## src/rtl/spie_slave_if.sv

```systemverilog
// SPI-slave pin and host-side signal bundle.
// The slave modport is the block's view; the master modport is the driver's view.
// Interface only: no logic, no latency, no flow control.
interface spie_slave_if;
  logic        cs_n;
  logic        sclk;
  logic        mosi;
  logic        miso;
  logic        msbyte_first;
  logic [1:0]  data_width;
  logic [31:0] data_tx;
  logic        tx_wr;
  logic        tx_rdy;
  logic [31:0] data_rx;
  logic        rx_valid;
  logic        busy;
  logic        overrun;
  logic        underrun;
  logic        clr_err;

  modport slave (
    input  cs_n, sclk, mosi, msbyte_first, data_width, data_tx, tx_wr, clr_err,
    output miso, tx_rdy, data_rx, rx_valid, busy, overrun, underrun
  );

  modport master (
    output cs_n, sclk, mosi, msbyte_first, data_width, data_tx, tx_wr, clr_err,
    input  miso, tx_rdy, data_rx, rx_valid, busy, overrun, underrun
  );
endinterface

```

## src/rtl/spie_slave.sv

```systemverilog
// SPI slave (sclk idles high, data sampled on rise, shifted on fall), 8/16/32-bit words.
// Latency: rx word appears ~3 clk after the completing sclk rise (2-flop sync + register).
// No backpressure: tx holding register is overwritten by tx_wr; missed reads flag overrun.
module spie_slave (
  input  logic        clk,
  input  logic        rst,
  spie_slave_if.slave bus
);
  typedef enum logic {IDLE, ACTIVE} state_t;

  state_t      state;
  logic [1:0]  cs_sync, sclk_sync, mosi_sync;
  logic        cs_d, sclk_d;
  logic        cs_fall, sclk_rise, sclk_fall;
  logic        msb_l;
  logic [1:0]  width_l;
  logic [4:0]  bitcnt, last_bit;
  logic [31:0] tx_sh, rx_sh, rx_next, rx_word;
  logic [31:0] hold, tx_load;
  logic        hold_full, seen_rise, reload_pend, unack;
  logic        ld_msb, done, load_now;
  logic [1:0]  ld_width;
  logic        miso_r, rx_valid_r, overrun_r, underrun_r;
  logic [31:0] data_rx_r;

  // Arrange a word so bit 31 is the first bit on the wire; unused tail bits are 1.
  function automatic logic [31:0] wire_order(input logic [31:0] w, input logic [1:0] wd,
                                             input logic msb);
    logic [31:0] r;
    case (wd)
      2'b10:   r = msb ? {w[15:0], 16'hFFFF} : {w[7:0], w[15:8], 16'hFFFF};
      2'b01:   r = msb ? w : {w[7:0], w[15:8], w[23:16], w[31:24]};
      default: r = {w[7:0], 24'hFF_FFFF};
    endcase
    return r;
  endfunction

  // Input synchronizers, intentionally not reset: a cs_n held low across reset
  // must not look like a new falling edge once reset is released.
  always_ff @(posedge clk) begin
    cs_sync   <= {cs_sync[0], bus.cs_n};
    sclk_sync <= {sclk_sync[0], bus.sclk};
    mosi_sync <= {mosi_sync[0], bus.mosi};
    cs_d      <= cs_sync[1];
    sclk_d    <= sclk_sync[1];
  end

  assign cs_fall   = cs_d & ~cs_sync[1];
  assign sclk_rise = sclk_sync[1] & ~sclk_d;
  assign sclk_fall = ~sclk_sync[1] & sclk_d;

  // Word geometry, tx reload value and rx word assembly.
  always_comb begin
    case (width_l)
      2'b10:   last_bit = 5'd15;
      2'b01:   last_bit = 5'd31;
      default: last_bit = 5'd7;
    endcase
    ld_msb   = (state == IDLE) ? bus.msbyte_first : msb_l;
    ld_width = (state == IDLE) ? bus.data_width : width_l;
    tx_load  = hold_full ? wire_order(hold, ld_width, ld_msb) : 32'hFFFF_FFFF;
    rx_next  = {rx_sh[30:0], mosi_sync[1]};
    case (width_l)
      2'b10:   rx_word = msb_l ? {16'h0, rx_next[15:0]} : {16'h0, rx_next[7:0], rx_next[15:8]};
      2'b01:   rx_word = msb_l ? rx_next :
                         {rx_next[7:0], rx_next[15:8], rx_next[23:16], rx_next[31:24]};
      default: rx_word = {24'h0, rx_next[7:0]};
    endcase
    done     = (state == ACTIVE) && !cs_sync[1] && sclk_rise && (bitcnt == last_bit);
    load_now = ((state == IDLE) && cs_fall) ||
               ((state == ACTIVE) && !cs_sync[1] && sclk_fall && reload_pend);
  end

  // Selection FSM, shifters, holding register and error flags.
  always_ff @(posedge clk) begin
    if (rst) begin
      state       <= IDLE;
      msb_l       <= 1'b1;
      width_l     <= 2'b00;
      bitcnt      <= 5'd0;
      tx_sh       <= 32'hFFFF_FFFF;
      rx_sh       <= 32'hFFFF_FFFF;
      hold        <= 32'h0;
      hold_full   <= 1'b0;
      seen_rise   <= 1'b0;
      reload_pend <= 1'b0;
      unack       <= 1'b0;
      miso_r      <= 1'b1;
      rx_valid_r  <= 1'b0;
      data_rx_r   <= 32'h0;
      overrun_r   <= 1'b0;
      underrun_r  <= 1'b0;
    end else begin
      rx_valid_r <= 1'b0;
      // A load on the same cycle as tx_wr takes the old contents; the new data stays held.
      if (bus.tx_wr) begin
        hold      <= bus.data_tx;
        hold_full <= 1'b1;
      end else if (load_now) begin
        hold_full <= 1'b0;
      end
      // Error events take priority over clr_err.
      underrun_r <= (load_now && !hold_full) || (underrun_r && !bus.clr_err);
      overrun_r  <= (done && unack) || (overrun_r && !bus.clr_err);
      unack      <= done || (unack && !(bus.tx_wr || bus.clr_err));

      case (state)
        IDLE: begin
          miso_r <= 1'b1;
          if (cs_fall) begin
            state       <= ACTIVE;
            msb_l       <= bus.msbyte_first;
            width_l     <= bus.data_width;
            bitcnt      <= 5'd0;
            tx_sh       <= tx_load;
            miso_r      <= tx_load[31];
            seen_rise   <= 1'b0;
            reload_pend <= 1'b0;
          end
        end
        ACTIVE: begin
          if (cs_sync[1]) begin
            state       <= IDLE;
            bitcnt      <= 5'd0;
            miso_r      <= 1'b1;
            seen_rise   <= 1'b0;
            reload_pend <= 1'b0;
          end else if (sclk_rise) begin
            rx_sh     <= rx_next;
            seen_rise <= 1'b1;
            if (done) begin
              data_rx_r   <= rx_word;
              rx_valid_r  <= 1'b1;
              bitcnt      <= 5'd0;
              seen_rise   <= 1'b0;
              reload_pend <= 1'b1;
            end else begin
              bitcnt <= bitcnt + 5'd1;
            end
          end else if (sclk_fall) begin
            if (reload_pend) begin
              tx_sh       <= tx_load;
              miso_r      <= tx_load[31];
              reload_pend <= 1'b0;
            end else if (seen_rise) begin
              tx_sh  <= {tx_sh[30:0], 1'b1};
              miso_r <= tx_sh[30];
            end
          end
        end
        default: state <= IDLE;
      endcase
    end
  end

  assign bus.miso     = miso_r;
  assign bus.tx_rdy   = ~hold_full;
  assign bus.data_rx  = data_rx_r;
  assign bus.rx_valid = rx_valid_r;
  assign bus.busy     = (state == ACTIVE);
  assign bus.overrun  = overrun_r;
  assign bus.underrun = underrun_r;
endmodule

```

## src/flat_wrapper.sv

```systemverilog
// flat-port wrapper written by rule: the top's interface ports become plain ports
module spie_slave_flat 
  (clk, rst, bus_cs_n, bus_sclk, bus_mosi, bus_msbyte_first, bus_data_width, bus_data_tx, bus_tx_wr, bus_clr_err, bus_miso, bus_tx_rdy, bus_data_rx, bus_rx_valid, bus_busy, bus_overrun, bus_underrun);
  spie_slave_if bus_i ();
  input  logic clk;
  input  logic rst;
  input wire logic [$bits(bus_i.cs_n)-1:0] bus_cs_n;
  input wire logic [$bits(bus_i.sclk)-1:0] bus_sclk;
  input wire logic [$bits(bus_i.mosi)-1:0] bus_mosi;
  input wire logic [$bits(bus_i.msbyte_first)-1:0] bus_msbyte_first;
  input wire logic [$bits(bus_i.data_width)-1:0] bus_data_width;
  input wire logic [$bits(bus_i.data_tx)-1:0] bus_data_tx;
  input wire logic [$bits(bus_i.tx_wr)-1:0] bus_tx_wr;
  input wire logic [$bits(bus_i.clr_err)-1:0] bus_clr_err;
  output wire logic [$bits(bus_i.miso)-1:0] bus_miso;
  output wire logic [$bits(bus_i.tx_rdy)-1:0] bus_tx_rdy;
  output wire logic [$bits(bus_i.data_rx)-1:0] bus_data_rx;
  output wire logic [$bits(bus_i.rx_valid)-1:0] bus_rx_valid;
  output wire logic [$bits(bus_i.busy)-1:0] bus_busy;
  output wire logic [$bits(bus_i.overrun)-1:0] bus_overrun;
  output wire logic [$bits(bus_i.underrun)-1:0] bus_underrun;
  assign bus_i.cs_n = bus_cs_n;
  assign bus_i.sclk = bus_sclk;
  assign bus_i.mosi = bus_mosi;
  assign bus_i.msbyte_first = bus_msbyte_first;
  assign bus_i.data_width = bus_data_width;
  assign bus_i.data_tx = bus_data_tx;
  assign bus_i.tx_wr = bus_tx_wr;
  assign bus_i.clr_err = bus_clr_err;
  assign bus_miso = bus_i.miso;
  assign bus_tx_rdy = bus_i.tx_rdy;
  assign bus_data_rx = bus_i.data_rx;
  assign bus_rx_valid = bus_i.rx_valid;
  assign bus_busy = bus_i.busy;
  assign bus_overrun = bus_i.overrun;
  assign bus_underrun = bus_i.underrun;
  spie_slave u_core (.clk(clk), .rst(rst), .bus(bus_i));
endmodule
```

## config.mk

```make
export PLATFORM = sky130hd
export DESIGN_NAME = spie_slave_flat
export DESIGN_NICKNAME = d
export VERILOG_FILES = /design/src/rtl/spie_slave_if.sv /design/src/rtl/spie_slave.sv /design/src/flat_wrapper.sv
export SDC_FILE = /design/constraint.sdc
export NUM_CORES = 1
export LEC_CHECK = 0
export CAP_MARGIN = 25
export CORE_AREA = 2 2 143 145
export DETAILED_ROUTE_END_ITERATION = 12
export DIE_AREA = 0 0 145 147
export HOLD_SLACK_MARGIN = 0.1
export PLACE_DENSITY = 0.55
export SETUP_SLACK_MARGIN = 0.3
export SLEW_MARGIN = 20
export SYNTH_ARGS = -nofsm -noshare
export SYNTH_HDL_FRONTEND = slang
export SYNTH_SLANG_ARGS = --single-unit
```

## constraint.sdc

```tcl
create_clock -name clk -period 2.78 [get_ports clk]
set_input_delay 0.834 -clock clk [delete_from_list [all_inputs] [get_ports clk]]
set_output_delay 0.834 -clock clk [all_outputs]
set_load 0.005 [all_outputs]
```

### Word-level counts from Yosys, hierarchy flattened

Cells that the tools add are included.

* muxes and demuxes: 45
* equal/unequal tests: 16
* reduce and logical (&&, ||, !) cells: 29
* add/subtract/negate cells: 1
* bitwise operators: 9

Operators with widths (count)
* 2-to-1 mux 31 bit: 6
* 2-to-1 mux 32 bit: 4
* one-hot mux 32 bit (2 select lines): 2
* one-hot mux 31 bit (2 select lines): 1
* 2-to-1 mux 1 bit: 20
* 2-to-1 mux 5 bit: 4
* one-hot mux 5 bit (2 select lines): 2
* 2-to-1 mux 16 bit: 1
* != test 3 bit, second input constant: 4
* != test 4 bit, second input constant: 3
* logical AND 1 bit: 11
* AND reduction 3 bit: 3
* one-hot mux 1 bit (2 select lines): 4
* != test 2 bit, second input constant: 3
* NOT 1 bit: 6
* adder 5 x 1 -> 5 bit, second input constant: 1
* == test 5 bit: 1
* logical OR 1 bit: 5
* AND reduction 5 bit: 1
* == test 2 x 1 -> 1 bit, second input constant: 2
* == test 2 bit, second input constant: 2
* logical NOT 1 bit: 4
* AND reduction 2 bit: 2
* AND reduction 4 bit: 1
* 5 further kinds: 7

* bits in registers: 151
* input bits: 42

### Depth between registers and ports, before layout

* word-level depth: 9
* gate-level depth with buffers: 11
* gate-level depth less buffers: 7

### Least setup slack after synthesis

OpenSTA, ideal clock, no wires.

* kind: in2reg
* start: input bus_data_width[1]
* end: register u_core.tx_sh[10]
* buffers on the path: 2
* arrival time: 2.360 ns
* path slack: 0.277 ns
* stages on the path: 9
* cells stage by stage: mux2i_1 -> inv_1 -> ha_1 -> nand2b_1 -> or3_1 -> clkbuf_1 -> clkbuf_1 -> a21oi_1 -> o311ai_1

* longest elaborated chain between the ends: 9

Ends and longest elaborated chain
* start: declaration: RTL line flat_wrapper.sv:11 `input wire logic [$bits(bus_i.data_width)-1:0] bus_data_width;`
* 2-to-1 mux 2 bit *: RTL line spie_slave.sv:60 `ld_width = (state == IDLE) ? bus.data_width : width_l;`
* == test 2 x 1 -> 1 bit / == test 2 bit (equally long branches): RTL line spie_slave.sv:30 `case (wd)`
* one-hot mux 32 bit (2 select lines) *: RTL line spie_slave.sv:30
* 2-to-1 mux 32 bit *: RTL line spie_slave.sv:61 `tx_load = hold_full ? wire_order(hold, ld_width, ld_msb) : 32'hFFFF_FFFF;`
* 2-to-1 mux 31 bit: RTL line spie_slave.sv:141 `if (reload_pend) begin`
* 2-to-1 mux 31 bit: RTL line spie_slave.sv:140 `end else if (sclk_fall) begin`
* 2-to-1 mux 31 bit: RTL line spie_slave.sv:128 `end else if (sclk_rise) begin`
* 2-to-1 mux 31 bit: RTL line spie_slave.sv:122 `if (cs_sync[1]) begin`
* one-hot mux 31 bit (2 select lines) *: RTL line spie_slave.sv:107 `case (state)`
* end signal: assignment: RTL line spie_slave.sv:115 `tx_sh <= tx_load;`
* end signal: assignment: RTL line spie_slave.sv:142 `tx_sh <= tx_load;`
* end signal: assignment: RTL line spie_slave.sv:146 `tx_sh <= {tx_sh[30:0], 1'b1};`
* end: declaration: RTL line spie_slave.sv:18 `logic [31:0] tx_sh, rx_sh, rx_next, rx_word;`

Mark *: on every way between the ends. The rest lies on a longest branch, timed or not. The select of a mux whose other input is x is not followed.
A chain may end at the register's enable or synchronous reset.

### Worst setup path after layout

* start: input bus_data_width[0]
* end: register u_core.tx_sh[3]

The elaborated chain is that of the path after synthesis.

==> results.env <==
WORST_SETUP_HOLD_PATH_CLK_SLEW_NS=0.06
GRT_OVERFLOW_TOTAL=0
ANTENNA_FOUND_INITIAL=1
FINISH.UTILIZATION_PCT=43.5
CRIT_FANOUT=16
POST_ROUTE_CELLS_DRIVE_ABOVE_1_SHARE_PCT=13.7
MAXSLEWVIOLCOUNT=0
GRT_USAGE_PCT=17.7
RSZ0062_AT_GRT='yes'
TRITONCTS='done'
FILLERS=1976
YOSYS_WARNINGS=0
R2R_END='u_core.bus.data_rx[25]$_SDFFE_PP0P_'
TIMING.CRITICAL_PATH.SLOWEST_STAGE_CELL='sky130_fd_sc_hd__clkdlybuf4s50_1'
POWER_PER_CELL_AREA_mW_PER_MM2=618
WORSTHOLDENDPOINT='u_core.mosi_sync[1]$_DFF_P_'
SETUP_VIOLATIONS=0
DRT-PASS1-ITER-COUNT=5
DIE_W_UM=145
DP_WORST_SETUP_SLACK_NS=-0.175
STATUS='finished, final reports clean'
WORST_SETUP_PATH_END_KIND='register'
CRITPATHMAXSTAGEDELAY_NS=0.45
AREA_GROWTH_PCT=26.2
POST-ROUTE-DRC-COUNT=0
DR_ITER_0_VIOLS=480
FLOORPLAN.INITIALDENSITY_PCT=34.5
CLOCK_PATH_BUFFERS=2
WORST_HOLD_PATH_TYPE='register to register'
DRT_WL_TOTAL_UM=18900
POST-ROUTE-WORST-SETUP-SLACK_NS=0.342
CORE_REGION_AREA_MM2=0.0198
FINAL_WEIGHTED_CONGESTION_IN_ROUTABILITY_DRIVEN_PLACEMENT=0.764
SYNTH_ASYNC_SR_FLOP_SHARE_PCT=0
GLOBAL_ROUTE_WIRE_LENGTH_BEFORE_REPAIR_UM=30600
TIMING.CRITICAL_PATH.CELLS='clkdlybuf4s50_1 > mux2i_2 > ha_4 > nand2b_4 > or3_4 > buf_8 > a21oi_1 > o311ai_1'
DIEHEIGHT_UM=147
PLACE.PORT_BUFFERS=79
ROUTED-VIA-COUNT=5964
HOLD_SLACK_NS=0.323
AVGROUTEDWIREPERCELL_UM=16.7
SYNTH_CELL_TYPE_COUNT=50
SYNTH_NET_COUNT=841
CLK_LAT_WORST_SKEW_NS=0.43
GRT_PASS1_VIAS=5645
HOLD_BUFFERS=0
POWER.TOTAL_mW=5.33
MAPPEDNETLISTAREA_MM2=0.00684
CP_DATA_REQUIRED_TIME_NS=3.04
MAXSLEWHEADROOM_PCT=52.5
CTS-HTREE-LEVELS=4
SYNTH-EDFF-COUNT=0
WORST_EP_ARRIVAL_TIME_NS=2.70
P_LEAK_nW=3.27
CRITICAL_PATH_START_END_CLASSIFICATION='primary input to register'
IRDROPWORSTVDD_uV=441
YS_FF_LATCH=151
CTS.SINKS=151
CP-START-KIND='primary input'
POST_DETAILED_ROUTE_COUNT_OF_ANTENNA_VIOLATING_NETS=0
CAP_VIOLATIONS=0
NUMBER_OF_CTS_INSERTED_BUFFERS=17
GRT_MAX_DEGREE=84
SYNTHFLOPTYPE='sky130_fd_sc_hd__dfxtp_1'
CLOCKROOTBUFFER='sky130_fd_sc_hd__clkbuf_16'
REGTOREGSETUPSLACK_NS=0.51
DETAILED_PLACE_HPWL_UM=12400
DESIGN.DIE.AREA_MM2=0.0213
NUM_ROWS=52
MIN_PATH_CELLS=0
WORST_PIN_SLEW_NS=0.713
DESIGN_AREA_MM2=0.00863
SYNTH_CELLS=792
HOLD_START='u_core.mosi_sync[0]$_DFF_P_'
TIMING.FINAL.CRIT_SHARE_PCT=87.7
CRIT-REG2REG-LAUNCH='u_core.width_l[0]$_SDFFE_PP0P_'
SYNTH-SEQ-AREA-SHARE_PCT=44.2
POSTPLACECELLAREA_MM2=0.00787
TIMING.REG2REG.WORST_PATH_DEPTH=7
FIN_CRIT_NS=2.44
SYN-MEAN-INSTANCE-AREA_UM2=8.63
NETS=892
MAX_FREQ_MHz=410
IOS=80
FINALHOLDVIOLCOUNT=0
WORST_CLOCK_SKEW_NS=0.0112
VIA_PER_INST=5.30
==> repair_timing <==
| action | in CTS | in global routing |
|---|---|---|
| gates resized for setup | 2 | 23 |
| gates cloned | 0 | 0 |
| pin swaps | 0 | 0 |
| buffers inserted | 1 | 1 |
| setup endpoints to repair | 14 | 24 |
==> final cells by class <==
cell class	instances	area [um2]	share of cell area, %
clock inverter	13	194	2.25
clock buffer	18	439	5.09
sequential	151	3020	35.0
multi-input combinational	556	3550	41.2
timing repair buffer	105	1030	12.0
tap	270	338	3.92
antenna	1	2.50	0.0290
inverter	12	45.0	0.522
==> sequential cells by signal, summed over array words and instances (netlist names) <==
name and cells:
u_core.sclk_d 1, u_core.hold_full 1, u_core.bus.miso 1, u_core.bus.overrun 1, u_core.cs_d 1, u_core.unack 1
u_core.hold 32, u_core.bus.busy 1, u_core.bus.data_rx 32, u_core.sclk_sync 2, u_core.bitcnt 5, u_core.bus.rx_valid 1
u_core.msb_l 1, u_core.mosi_sync 2, u_core.width_l 2, u_core.rx_sh 31, u_core.cs_sync 2, u_core.tx_sh 31
u_core.seen_rise 1, u_core.reload_pend 1, u_core.bus.underrun 1
==> metrics by stage <==
| stage | setup TNS, ns | cells |
|---|---|---|
| 2_1_floorplan | 0 | 792 |
| 3_3_place_gp | -2.79 | 1092 |
| 3_5_place_dp | -2.99 | 1092 |
| 4_1_cts | 0 | 1124 |
| 5_1_grt | 0 | 1125 |
| 6_report | 0 | 1126 |
==> cells in the final DEF, fill, tap and decap left out, types with 3 or more instances in the layout <==
cell | netlist | final
sky130_fd_sc_hd__a211o_1 | 6 | 6
sky130_fd_sc_hd__a211oi_1 | 19 | 13
sky130_fd_sc_hd__a211oi_2 | 0 | 6
sky130_fd_sc_hd__a21oi_1 | 45 | 38
sky130_fd_sc_hd__a21oi_2 | 0 | 7
sky130_fd_sc_hd__a221oi_1 | 6 | 6
sky130_fd_sc_hd__a22oi_1 | 22 | 22
sky130_fd_sc_hd__a2bb2oi_1 | 11 | 11
sky130_fd_sc_hd__and3_1 | 9 | 9
sky130_fd_sc_hd__buf_12 | 0 | 4
sky130_fd_sc_hd__buf_4 | 2 | 21
sky130_fd_sc_hd__bufinv_16 | 0 | 4
sky130_fd_sc_hd__clkbuf_16 | 0 | 17
sky130_fd_sc_hd__clkdlybuf4s50_1 | 0 | 75
sky130_fd_sc_hd__clkinvlp_4 | 0 | 3
sky130_fd_sc_hd__dfxtp_1 | 151 | 151
sky130_fd_sc_hd__ha_1 | 7 | 6
sky130_fd_sc_hd__inv_1 | 10 | 10
sky130_fd_sc_hd__inv_6 | 0 | 3
sky130_fd_sc_hd__mux2_2 | 33 | 33
sky130_fd_sc_hd__mux2i_1 | 38 | 36
sky130_fd_sc_hd__nand2_1 | 87 | 87
sky130_fd_sc_hd__nand2b_1 | 5 | 3
sky130_fd_sc_hd__nand3_1 | 48 | 48
sky130_fd_sc_hd__nand3b_1 | 4 | 4
sky130_fd_sc_hd__nor2_1 | 90 | 90
sky130_fd_sc_hd__nor2b_1 | 4 | 3
sky130_fd_sc_hd__o21ai_0 | 57 | 57
sky130_fd_sc_hd__o22ai_1 | 7 | 7
sky130_fd_sc_hd__o311ai_1 | 30 | 30
==> how the worst max path moves through the flow <==
stage / start / endpoint / slack, ns / cells past startpoint
global placement: bus_data_width[1] / u_core.tx_sh[10]$_SDFFE_PP1P_ / -0.15 / 9
detailed placement: bus_data_width[1] / u_core.tx_sh[7]$_SDFFE_PP1P_ / -0.18 / 9
floorplan: bus_data_width[1] / u_core.tx_sh[10]$_SDFFE_PP1P_ / 0.31 / 9
finish: bus_data_width[0] / u_core.tx_sh[3]$_SDFFE_PP1P_ / 0.34 / 8
global route: bus_data_width[0] / u_core.tx_sh[15]$_SDFFE_PP1P_ / 0.29 / 8
CTS: bus_data_width[1] / u_core.tx_sh[7]$_SDFFE_PP1P_ / 0.30 / 9
==> cell usage after synthesis, types with 9 or more instances <==
library cell,number,share of area (%)
sky130_fd_sc_hd__and3_1,9,0.82
sky130_fd_sc_hd__a22oi_1,22,2.4
sky130_fd_sc_hd__nand3_1,48,3.5
sky130_fd_sc_hd__nand2_1,87,4.8
sky130_fd_sc_hd__nor2_1,90,4.9
sky130_fd_sc_hd__a2bb2oi_1,11,1.4
sky130_fd_sc_hd__mux2i_1,38,5.6
sky130_fd_sc_hd__a21oi_1,45,3.3
sky130_fd_sc_hd__dfxtp_1,151,44
sky130_fd_sc_hd__inv_1,10,0.55
sky130_fd_sc_hd__a211oi_1,19,2.1
sky130_fd_sc_hd__clkbuf_1,54,3.0
sky130_fd_sc_hd__o311ai_1,30,3.8
sky130_fd_sc_hd__mux2_2,33,5.4
sky130_fd_sc_hd__o21ai_0,57,4.2
==> worst max-delay path: cells and delay by family <==
kind                       cells  cell delay, ns
buffers and inverters          2            0.61
and+or+nand+nor                2            0.47
muxes                          1            0.26
adders and majority gates      1            0.26
AOI/OAI and AO/OA              2            0.25
==> power breakdown <==
group	internal [mW]	switching, mW	leakage, nW
registers	2.24	0.0727	1.23
logic	0.246	0.276	1.73
clock network	1.54	0.964	0.301
==> layer usage <==
layer  part of all wire [%]  track usage [%]  wire [um]
met2                     46             27.7       8700
met3                    4.5             4.69        857
met4                    1.1             4.90        198
met1                     48             24.3       9100
met5                      0                0          0
==> kinds of logic after synthesis <==
group | after synthesis | synth area share, %
buffers and inverters | 85 | 5.34
AOI/OAI and AO/OA | 216 | 21.0
adders and majority gates | 7 | 1.28
muxes | 72 | 11.3
xor gates and xnor gates | 2 | 0.256
DFF | 151 | 44.2
and+or+nand+nor | 259 | 16.5
Power figures use the tool's default switching activity.
